`src/rtl/ysyx_25070198_pkg.sv`:
```
// Shared types and constants for the multi-cycle load/store unit.
// Holds the FSM state encoding, access-size codes and the byte-lane mask helper.
package ysyx_25070198_pkg;

    typedef enum logic [1:0] {
        IDLE = 2'd0,
        REQ  = 2'd1,
        WAIT = 2'd2,
        RESP = 2'd3
    } lsu_state_t;

    localparam logic [1:0] SZ_B = 2'd0;
    localparam logic [1:0] SZ_H = 2'd1;
    localparam logic [1:0] SZ_W = 2'd2;

    // Byte lanes touched by an access of the given size at the given word offset.
    function automatic logic [3:0] lane_mask(input logic [1:0] size, input logic [1:0] off);
        logic [3:0] mask;
        case (size)
            SZ_B:    mask = 4'b0001 << off;
            SZ_H:    mask = 4'b0011 << off;
            SZ_W:    mask = 4'b1111;
            default: mask = 4'b0000;
        endcase
        return mask;
    endfunction

endpackage

```
`src/rtl/ysyx_25070198_lsu_align.sv`:
```
// Combinational data alignment for the LSU: store lane replication, write mask,
// misalignment detection, and load byte/half extraction with zero/sign extension.
module ysyx_25070198_lsu_align
    import ysyx_25070198_pkg::*;
(
    input  logic [1:0]  st_size,
    input  logic [1:0]  st_off,
    input  logic [31:0] st_data,
    output logic [31:0] st_wdata,
    output logic [3:0]  st_wmask,
    output logic        misaligned,
    input  logic [1:0]  ld_size,
    input  logic        ld_sext,
    input  logic [1:0]  ld_off,
    input  logic [31:0] ld_raw,
    output logic [31:0] ld_data
);

    logic [31:0] shifted_s;

    // Store side: replicate the right-justified data across every lane so any offset lines up.
    always_comb begin
        st_wdata   = 32'd0;
        st_wmask   = lane_mask(st_size, st_off);
        misaligned = 1'b1;
        case (st_size)
            SZ_B: begin
                st_wdata   = {4{st_data[7:0]}};
                misaligned = 1'b0;
            end
            SZ_H: begin
                st_wdata   = {2{st_data[15:0]}};
                misaligned = st_off[0];
            end
            SZ_W: begin
                st_wdata   = st_data;
                misaligned = (st_off != 2'd0);
            end
            default: begin
                st_wdata   = 32'd0;
                misaligned = 1'b1;
            end
        endcase
    end

    // Load side: bring the addressed lane down to bit 0, then extend to 32 bits.
    always_comb begin
        shifted_s = ld_raw >> {ld_off, 3'b000};
        ld_data   = 32'd0;
        case (ld_size)
            SZ_B: begin
                if (ld_sext) begin
                    ld_data = {{24{shifted_s[7]}}, shifted_s[7:0]};
                end else begin
                    ld_data = {24'd0, shifted_s[7:0]};
                end
            end
            SZ_H: begin
                if (ld_sext) begin
                    ld_data = {{16{shifted_s[15]}}, shifted_s[15:0]};
                end else begin
                    ld_data = {16'd0, shifted_s[15:0]};
                end
            end
            SZ_W:    ld_data = shifted_s;
            default: ld_data = 32'd0;
        endcase
    end

endmodule

```
`src/rtl/ysyx_25070198_lsu.sv`:
```
// Multi-cycle load/store unit: accepts one EXU memory op, runs a SimpleBus-style
// request/response transaction and returns aligned load data with a one-cycle pulse.
module ysyx_25070198_lsu
    import ysyx_25070198_pkg::*;
#(
    parameter int ADDR_W = 32,
    parameter int DATA_W = 32
) (
    input  logic              clk,
    input  logic              rst,
    input  logic              req_valid,
    output logic              req_ready,
    input  logic              req_wen,
    input  logic [1:0]        req_size,
    input  logic              req_sext,
    input  logic [ADDR_W-1:0] req_addr,
    input  logic [DATA_W-1:0] req_wdata,
    output logic              resp_valid,
    output logic [DATA_W-1:0] resp_rdata,
    output logic              resp_err,
    output logic              bus_valid,
    input  logic              bus_ready,
    output logic              bus_wen,
    output logic [ADDR_W-1:0] bus_addr,
    output logic [DATA_W-1:0] bus_wdata,
    output logic [3:0]        bus_wmask,
    input  logic              bus_rvalid,
    input  logic [DATA_W-1:0] bus_rdata,
    input  logic              bus_rerr
);

    lsu_state_t        state_r;
    logic              wen_r;
    logic [1:0]        size_r;
    logic              sext_r;
    logic [1:0]        off_r;
    logic              bus_valid_r;
    logic              bus_wen_r;
    logic [ADDR_W-1:0] bus_addr_r;
    logic [DATA_W-1:0] bus_wdata_r;
    logic [3:0]        bus_wmask_r;
    logic              resp_valid_r;
    logic [DATA_W-1:0] resp_rdata_r;
    logic              resp_err_r;

    logic [31:0]       st_wdata_s;
    logic [3:0]        st_wmask_s;
    logic              misaligned_s;
    logic [31:0]       ld_data_s;

    ysyx_25070198_lsu_align u_align (
        .st_size    (req_size),
        .st_off     (req_addr[1:0]),
        .st_data    (req_wdata),
        .st_wdata   (st_wdata_s),
        .st_wmask   (st_wmask_s),
        .misaligned (misaligned_s),
        .ld_size    (size_r),
        .ld_sext    (sext_r),
        .ld_off     (off_r),
        .ld_raw     (bus_rdata),
        .ld_data    (ld_data_s)
    );

    assign req_ready  = (state_r == IDLE);
    assign bus_valid  = bus_valid_r;
    assign bus_wen    = bus_wen_r;
    assign bus_addr   = bus_addr_r;
    assign bus_wdata  = bus_wdata_r;
    assign bus_wmask  = bus_wmask_r;
    assign resp_valid = resp_valid_r;
    assign resp_rdata = resp_rdata_r;
    assign resp_err   = resp_err_r;

    // Transaction FSM; bus request fields stay frozen from handshake until bus_ready.
    always_ff @(posedge clk or negedge rst) begin
        if (!rst) begin
            state_r      <= IDLE;
            wen_r        <= 1'b0;
            size_r       <= 2'd0;
            sext_r       <= 1'b0;
            off_r        <= 2'd0;
            bus_valid_r  <= 1'b0;
            bus_wen_r    <= 1'b0;
            bus_addr_r   <= '0;
            bus_wdata_r  <= '0;
            bus_wmask_r  <= 4'd0;
            resp_valid_r <= 1'b0;
            resp_rdata_r <= '0;
            resp_err_r   <= 1'b0;
        end else begin
            case (state_r)
                IDLE: begin
                    if (req_valid) begin
                        wen_r  <= req_wen;
                        size_r <= req_size;
                        sext_r <= req_sext;
                        off_r  <= req_addr[1:0];
                        if (misaligned_s) begin
                            // Illegal or misaligned ops never reach the bus.
                            state_r      <= RESP;
                            resp_valid_r <= 1'b1;
                            resp_err_r   <= 1'b1;
                            resp_rdata_r <= '0;
                        end else begin
                            state_r     <= REQ;
                            bus_valid_r <= 1'b1;
                            bus_wen_r   <= req_wen;
                            bus_addr_r  <= {req_addr[ADDR_W-1:2], 2'b00};
                            bus_wdata_r <= req_wen ? st_wdata_s : 32'd0;
                            bus_wmask_r <= req_wen ? st_wmask_s : 4'd0;
                        end
                    end
                end
                REQ: begin
                    if (bus_ready) begin
                        bus_valid_r <= 1'b0;
                        state_r     <= WAIT;
                    end
                end
                WAIT: begin
                    if (bus_rvalid) begin
                        state_r      <= RESP;
                        resp_valid_r <= 1'b1;
                        resp_err_r   <= bus_rerr;
                        resp_rdata_r <= (bus_rerr || wen_r) ? 32'd0 : ld_data_s;
                    end
                end
                RESP: begin
                    state_r      <= IDLE;
                    resp_valid_r <= 1'b0;
                    resp_err_r   <= 1'b0;
                    resp_rdata_r <= '0;
                end
                default: begin
                    state_r      <= IDLE;
                    bus_valid_r  <= 1'b0;
                    resp_valid_r <= 1'b0;
                end
            endcase
        end
    end

endmodule

```
`config.mk`:
```
export PLATFORM = sky130hd
export DESIGN_NAME = ysyx_25070198_lsu
export DESIGN_NICKNAME = d
export VERILOG_FILES = /design/src/rtl/ysyx_25070198_pkg.sv /design/src/rtl/ysyx_25070198_lsu_align.sv /design/src/rtl/ysyx_25070198_lsu.sv
export SDC_FILE = /design/constraint.sdc
export NUM_CORES = 1
export LEC_CHECK = 0
export CAP_MARGIN = 25
export CORE_MARGIN = 3
export CORE_UTILIZATION = 44
export DETAILED_ROUTE_END_ITERATION = 10
export PLACE_DENSITY = 0.81
export SETUP_SLACK_MARGIN = 0.3
export SYNTH_ARGS = -nofsm -noshare
export SYNTH_HDL_FRONTEND = slang
export SYNTH_SLANG_ARGS = --single-unit
export TNS_END_PERCENT = 30
```
`constraint.sdc`:
```
create_clock -name clk -period 2.4 [get_ports clk]
set_input_delay 0.48 -clock clk [delete_from_list [all_inputs] [get_ports clk]]
set_output_delay 0.48 -clock clk [all_outputs]
set_load 0.01 [all_outputs]
```
==> qor.yml, run 1 <==
status:
  status: "finished, final reports clean"
pwr:
  switchingPower_mw: 3.19
  total_power_mw: 9.18
  power.leakage_nw: 3.40
  clkPwrFrac_pct: 18.0
  power_density_mw_per_mm2: 1150
  ir_drop_mv: 0.649
  intPower_mw: 5.99
  p_comb_share_pct: 48.5
  swShare_pct: 34.7
  pwr-share-seq_pct: 33.5
timing:
  skew_ns: 0.00850
  rsz0062_at_grt: "no"
  timing.final.crit_period_ns: 1.89
  worstMarginPinSlew_ns: 0.648
  relSlewSlack_pct: 56.7
  slew_violations: 0
  setup_viol: 0
  finalCritPeriodShare_pct: 78.9
  hold_viol: 0
  whs_ns: 0.127
  tns_ns: 0
  fmax_ghz: 0.528
synth:
  ys_warn_count: 0
  synthArstFlopShare_pct: 100
  ys_ff_latch: 110
  synth_cell_types: 44
  seq_area_frac_synth_pct: 51.3
  synth_flop_cell: "dfrtp_1"
  synthCells: 445
  avgSynthCellArea_um2: 12.1
  synth_area_mm2: 0.00536
  synth_edf_count: 0
detailed_routing:
  ant_nets: 0
  drt_first_pass_iters: 4
  route.detailed.drc: 0
  vias: 4462
  route.met3.wl_um: 1620
  avgRoutedWirePerCell_um: 19.8
  viasPerCell: 5.59
  top_layer: "met4"
  met2_length_um: 7650
  met1_length_um: 6280
  drt_iter0_drc: 321
  wirelength_um: 15800
clock_tree:
  cts_buffers: 9
  cts_tree: "done"
  cts_root_buffer: "clkbuf_16"
  hold_buffers: 0
  clkTransAtPathRegs_ns: 0.07
  htree_levels: 3
  clock_latency_ns: 0.35
  clkSinkCount: 110
  cts_buffer_depth: 2
cells_and_area:
  num-nets-final: 760
  utilization_pct: 68.2
  drive_gt1_share_pct: 14.5
  antenna_cells: 0
  final_common_cell: "clkdlybuf4s50_1"
  area_growth_pct: 48.3
  final_cell_count_no_fill: 798
  final_cell_mix: "206 x clkdlybuf4s50_1, 110 x dfrtp_1, 56 x o2bb2ai_1, 43 x mux2_2, 37 x a21oi_1"
worst_hold_path:
  hold_class: "in2async"
setup_path:
  worstSetupPathType: "in2reg"
  endpoint_kind: "flip-flop"
  cp.arrival_ns: 2.13
  cp-start-kind: "input pin"
  required_ns: 2.63
  critPathMaxFanout: 36
place:
  hpwl_um: 11700
  gp_congestion: 0.830
  port_buffers: 208
  place_inst: 782
global_routing:
  antenna_found_initial: 0
  grt_overflow: 0
  grt_pass1_vias: 4695
  grt_use_total_pct: 23.5
  grt_max_degree: 46
  grt_pass1_wl_um: 24700
floorplan:
  ioPinCount: 211
  core-area_mm2: 0.0117
  fp.dieH_um: 116
  die_width_um: 116
  initial_core_util_pct: 46.0
  dieArea_mm2: 0.0135
  rows: 39
flow_run:
  cap_viol_max_count: 0
==> layer usage <==
layer	vias up	global-route usage [%]
met3	23	9.33
met1	2189	28.8
met4	0	6.26
met2	201	38.9
met5	-	0
li1	2049	-
==> logic make-up after synthesis <==
kind of cell               synth area share, %
and+or+nand+nor                           6.32
buffers and inverters                     4.92
muxes                                     14.9
adders and majority gates                0.933
other                                   0.0699
xor gates and xnor gates                 0.163
AOI/OAI and AO/OA                         21.4
DFF                                       51.3
==> sequential cells by signal (all words and copies together), names as in the netlist <==
signal and flops:
wen_r 1, state_r 2, bus_wen 1, bus_wdata 32, off_r 2, resp_valid 1
bus_valid 1, resp_rdata 32, size_r 2, bus_addr 30, resp_err 1, bus_wmask 4
sext_r 1
==> worst paths after layout <==
kind | start | cells past startpoint | to | slack (ns)
setup reg to reg | state_r[0] | 6 | bus_wdata[5] | 0.56
max in group asynchronous | rst | 2 | bus_addr[25] | 1.58
setup / recovery | req_size[0] | 6 | bus_addr[25] | 0.51
hold / removal | rst | 1 | resp_rdata[0] | 0.13
min in group clk | bus_wmask[0] | 1 | bus_wmask[0] | 0.48
hold reg to reg | bus_wmask[0] | 1 | bus_wmask[0] | 0.48
==> worst max-delay path, cell delays in order <==
cell and delay, ns:
clkdlybuf4s50_1 0.59, nor3_4 0.09, or2_4 0.29, nand2_4 0.09, buf_12 0.20, mux2_2 0.36
==> cell usage after synthesis (2+ instances only) <==
master     instances  area (um2)
nand2_1           11        41.3
nor2b_1           13        81.3
o2bb2ai_1         56         490
o22ai_1            2        12.5
mux2_2            43         484
o21ai_0           13        65.1
clkbuf_1           8        30.0
ha_1               4        50.1
a22o_1            16         140
mux2i_1           29         290
buf_6              7        78.8
and2_1             2        12.5
a21oi_1           37         185
inv_1              9        33.8
nand2b_1           2        12.5
dfrtp_1          110        2750
nor2_1            22        82.6
buf_2             10        50.1
buf_4              9        67.6
a22oi_1            8        60.1
a21o_1            10        75.1
nor2_4             2        22.5
==> power by group through the flow <==
| stage | Clock [mW] | Sequential (mW) | Combinational [mW] |
|---|---|---|---|
| 2_1_floorplan | 0 | 3.30 | 2.08 |
| 3_3_place_gp | 0 | 3.06 | 4.35 |
| 3_5_place_dp | 0 | 3.08 | 4.47 |
| 4_1_cts | 1.68 | 3.07 | 4.49 |
| 5_1_grt | 1.76 | 3.17 | 4.80 |
| 6_report | 1.65 | 3.07 | 4.45 |
==> what timing repair did <==
item / CTS / global route
setup buffers: 0 / 0
endpoints found under the hold margin: 0 / 0
gates resized for setup: 3 / 0
endpoints found under the setup margin: 1 / 0
==> metrics by stage <==
stage | cell area, um2 | setup WS [ns]
after global placement | 7610 | 0.208
after detailed placement | 7610 | 0.168
after floorplan | 5370 | 0.594
after CTS | 7950 | 0.503
final | 7950 | 0.506
after global routing | 7950 | 0.420
==> cell type report <==
cell class / count / area [um2]
multi-input cells: 292 / 2360
clock buffers: 10 / 239
fillers: 901 / 3710
inverters: 9 / 33.8
well taps: 143 / 179
flip-flops and latches: 110 / 2750
repair buffers: 228 / 2290
clock inverters: 6 / 93.8
(Power assumes the default switching activity.)
==> run 2: changes to the inputs <==
- clock period: 2.4 -> 1.9 ns (I/O delays scaled with it)
==> qor.yml, run 2 (synthesis results as in run 1) <==
timing:
  fmax_ghz: 0.597
  slew_violations: 0  # unchanged
  timing.final.crit_period_ns: 1.68
  relSlewSlack_pct: 61.2  # +4.5 points
  setup_viol: 0  # unchanged
  skew_ns: 0.00648  # -0.00202 ns
  finalCritPeriodShare_pct: 88.2
  hold_viol: 0  # unchanged
  tns_ns: 0  # unchanged
  rsz0062_at_grt: "yes"
  worstMarginPinSlew_ns: 0.580  # -0.0679 ns
floorplan:
  core-area_mm2: 0.0117  # unchanged
  die_width_um: 116  # unchanged
  rows: 39  # unchanged
  dieArea_mm2: 0.0135  # unchanged
  initial_core_util_pct: 46.0  # unchanged
  ioPinCount: 211  # unchanged
  fp.dieH_um: 116  # unchanged
setup_path:
  cp-start-kind: "flip-flop"
  path_buf_inv: 1  # -1
  r2r-start: "state_r[1]"
  r2r_slack_ns: 0.26  # -0.30 ns
  critPathMaxFanout: 2  # -94%
  cp.arrival_ns: 1.30  # -0.83 ns
  required_ns: 1.52  # -1.11 ns
  cpPeakStageDelay_ns: 0.57  # -0.02 ns
  worstSetupPathType: "reg2out"
  cp_slowest_cell: "clkdlybuf4s50_1"
  path_cells: "clkdlybuf4s50_1"
  r2r-end: "resp_rdata[6]"
  cp_top_family: "buffers and inverters"
  endpoint_kind: "output port"
  ff2ff_path_depth: 7  # +1
cells_and_area:
  antenna_cells: 0  # unchanged
  final_cell_mix: "177 x clkdlybuf4s50_1, 108 x dfrtp_1, 53 x o2bb2ai_1, 43 x mux2_2, 39 x buf_4"
  drive_gt1_share_pct: 21.0  # +6.5 points
  num-nets-final: 792  # +4.2%
  fill_cells: 820  # -9.0%
  area_growth_pct: 58.5
  final_area_mm2: 0.00850  # +6.9%
  regArea_mm2: 0.00276  # about the same
  multi_input_area_mm2: 0.00248  # +5.2%
  final_common_cell: "clkdlybuf4s50_1"
pwr:
  power.leakage_nw: 3.98  # +17%
  power_density_mw_per_mm2: 1450  # +25%
  ir_drop_mv: 0.891  # +37%
global_routing:
  antenna_found_initial: 0  # unchanged
  grt_max_degree: 47  # +2.2%
  grt_use_total_pct: 23.9  # +0.35 points
  grt_overflow: 0  # unchanged
  grt_pass1_wl_um: 25200  # +2.2%
  grt_pass1_vias: 4895  # +4.3%
detailed_routing:
  drt_first_pass_iters: 5  # +1
  ant_nets: 0  # unchanged
  drt_iter0_drc: 458  # +43%
  avgRoutedWirePerCell_um: 19.8  # about the same
  vias: 4609  # +3.3%
  route.detailed.drc: 0  # unchanged
  wirelength_um: 16400  # +4.0%
  viasPerCell: 5.55  # -0.69%
status:
  status: "finished, final reports clean"
clock_tree:
  clkSinkCount: 110  # unchanged
  cts_root_buffer: "clkbuf_16"
  clock_latency_ns: 0.35  # about the same
  clkTransAtPathRegs_ns: 0.07  # about the same
  htree_levels: 3  # unchanged
  cts_tree: "done"
  cts_buffer_depth: 2  # unchanged
  cts_buffers: 9  # unchanged
place:
  port_buffers: 208  # unchanged
  gp_congestion: 0.929  # +12%
  hpwl_um: 11500  # -1.7%
  dpl-instance-area_mm2: 0.00779  # +2.4%
flow_run:
  cap_viol_max_count: 0  # unchanged
worst_hold_path:
  hold_class: "in2async"
==> run 2: cell types whose count changed in the layout (fill, tap and decap cells not counted), moves of 3 or more <==
cell             delta
buf_12              +4
dlygate4sd2_1       +3
o2bb2ai_1           -3
o2bb2ai_2           +3
clkdlybuf4s50_1    -29
dlymetal6s2s_1     +24
buf_4              +23
==> run 2: final cells by class <==
type	count	share of cell area, %
Sequential cell	110	32.4
Clock inverter	6	1.28
Inverter	9	0.397
Clock buffer	10	2.81
Timing Repair Buffer	260	31.8
Multi-Input combinational cell	292	29.2
Tap cell	143	2.11
==> run 2: worst max-delay path by stage <==
stage / cells after the start / slack [ns] / startpoint / to
after CTS: 4 / 0.19 / off_r[0] / resp_rdata[0]
after global placement: 6 / -0.20 / req_size[0] / bus_wdata[7]
after global routing: 1 / 0.18 / bus_wdata[2] / bus_wdata[2]
final: 1 / 0.22 / bus_wdata[2] / bus_wdata[2]
after detailed placement: 6 / -0.27 / req_size[0] / bus_wdata[4]
after floorplan: 8 / 0.29 / state_r[1] / bus_wdata[10]
==> run 2: layer usage <==
layer	vias up	wire (um)	track usage (%)
met3	21	1470	7.88
met5	-	0	0
met1	2266	6540	29.6
met2	199	8180	38.9
li1	2123	-	-
met4	0	247	9.13
==> run 2: what timing repair did <==
item	CTS	global route
setup endpoints to repair	204	169
hold buffers	1	0
cloned	1	2
setup buffers	10	1
gates resized for setup	21	41
pin swaps	5	1
hold endpoints to repair	20	0
==> run 2: power breakdown <==
part	switching [mW]	total (mW)	leakage (nW)	internal (mW)
registers	0.648	3.92	1.42	3.27
logic	2.73	6.21	2.39	3.48
clock network	0.840	2.16	0.172	1.32
==> run 2: metrics by stage <==
step	power, mW	std cells	hold slack, ns	utilization, %	setup slack, ns
after floorplan	6.84	446	0.0844	-	0.293
after global placement	9.52	799	0.292	66.8	-0.198
after CTS	12.1	827	0.462	71.4	0.188
after detailed placement	9.66	799	0.298	66.8	-0.274
after global routing	13.0	830	0.481	72.9	0.179
final	12.3	830	0.468	72.9	0.224
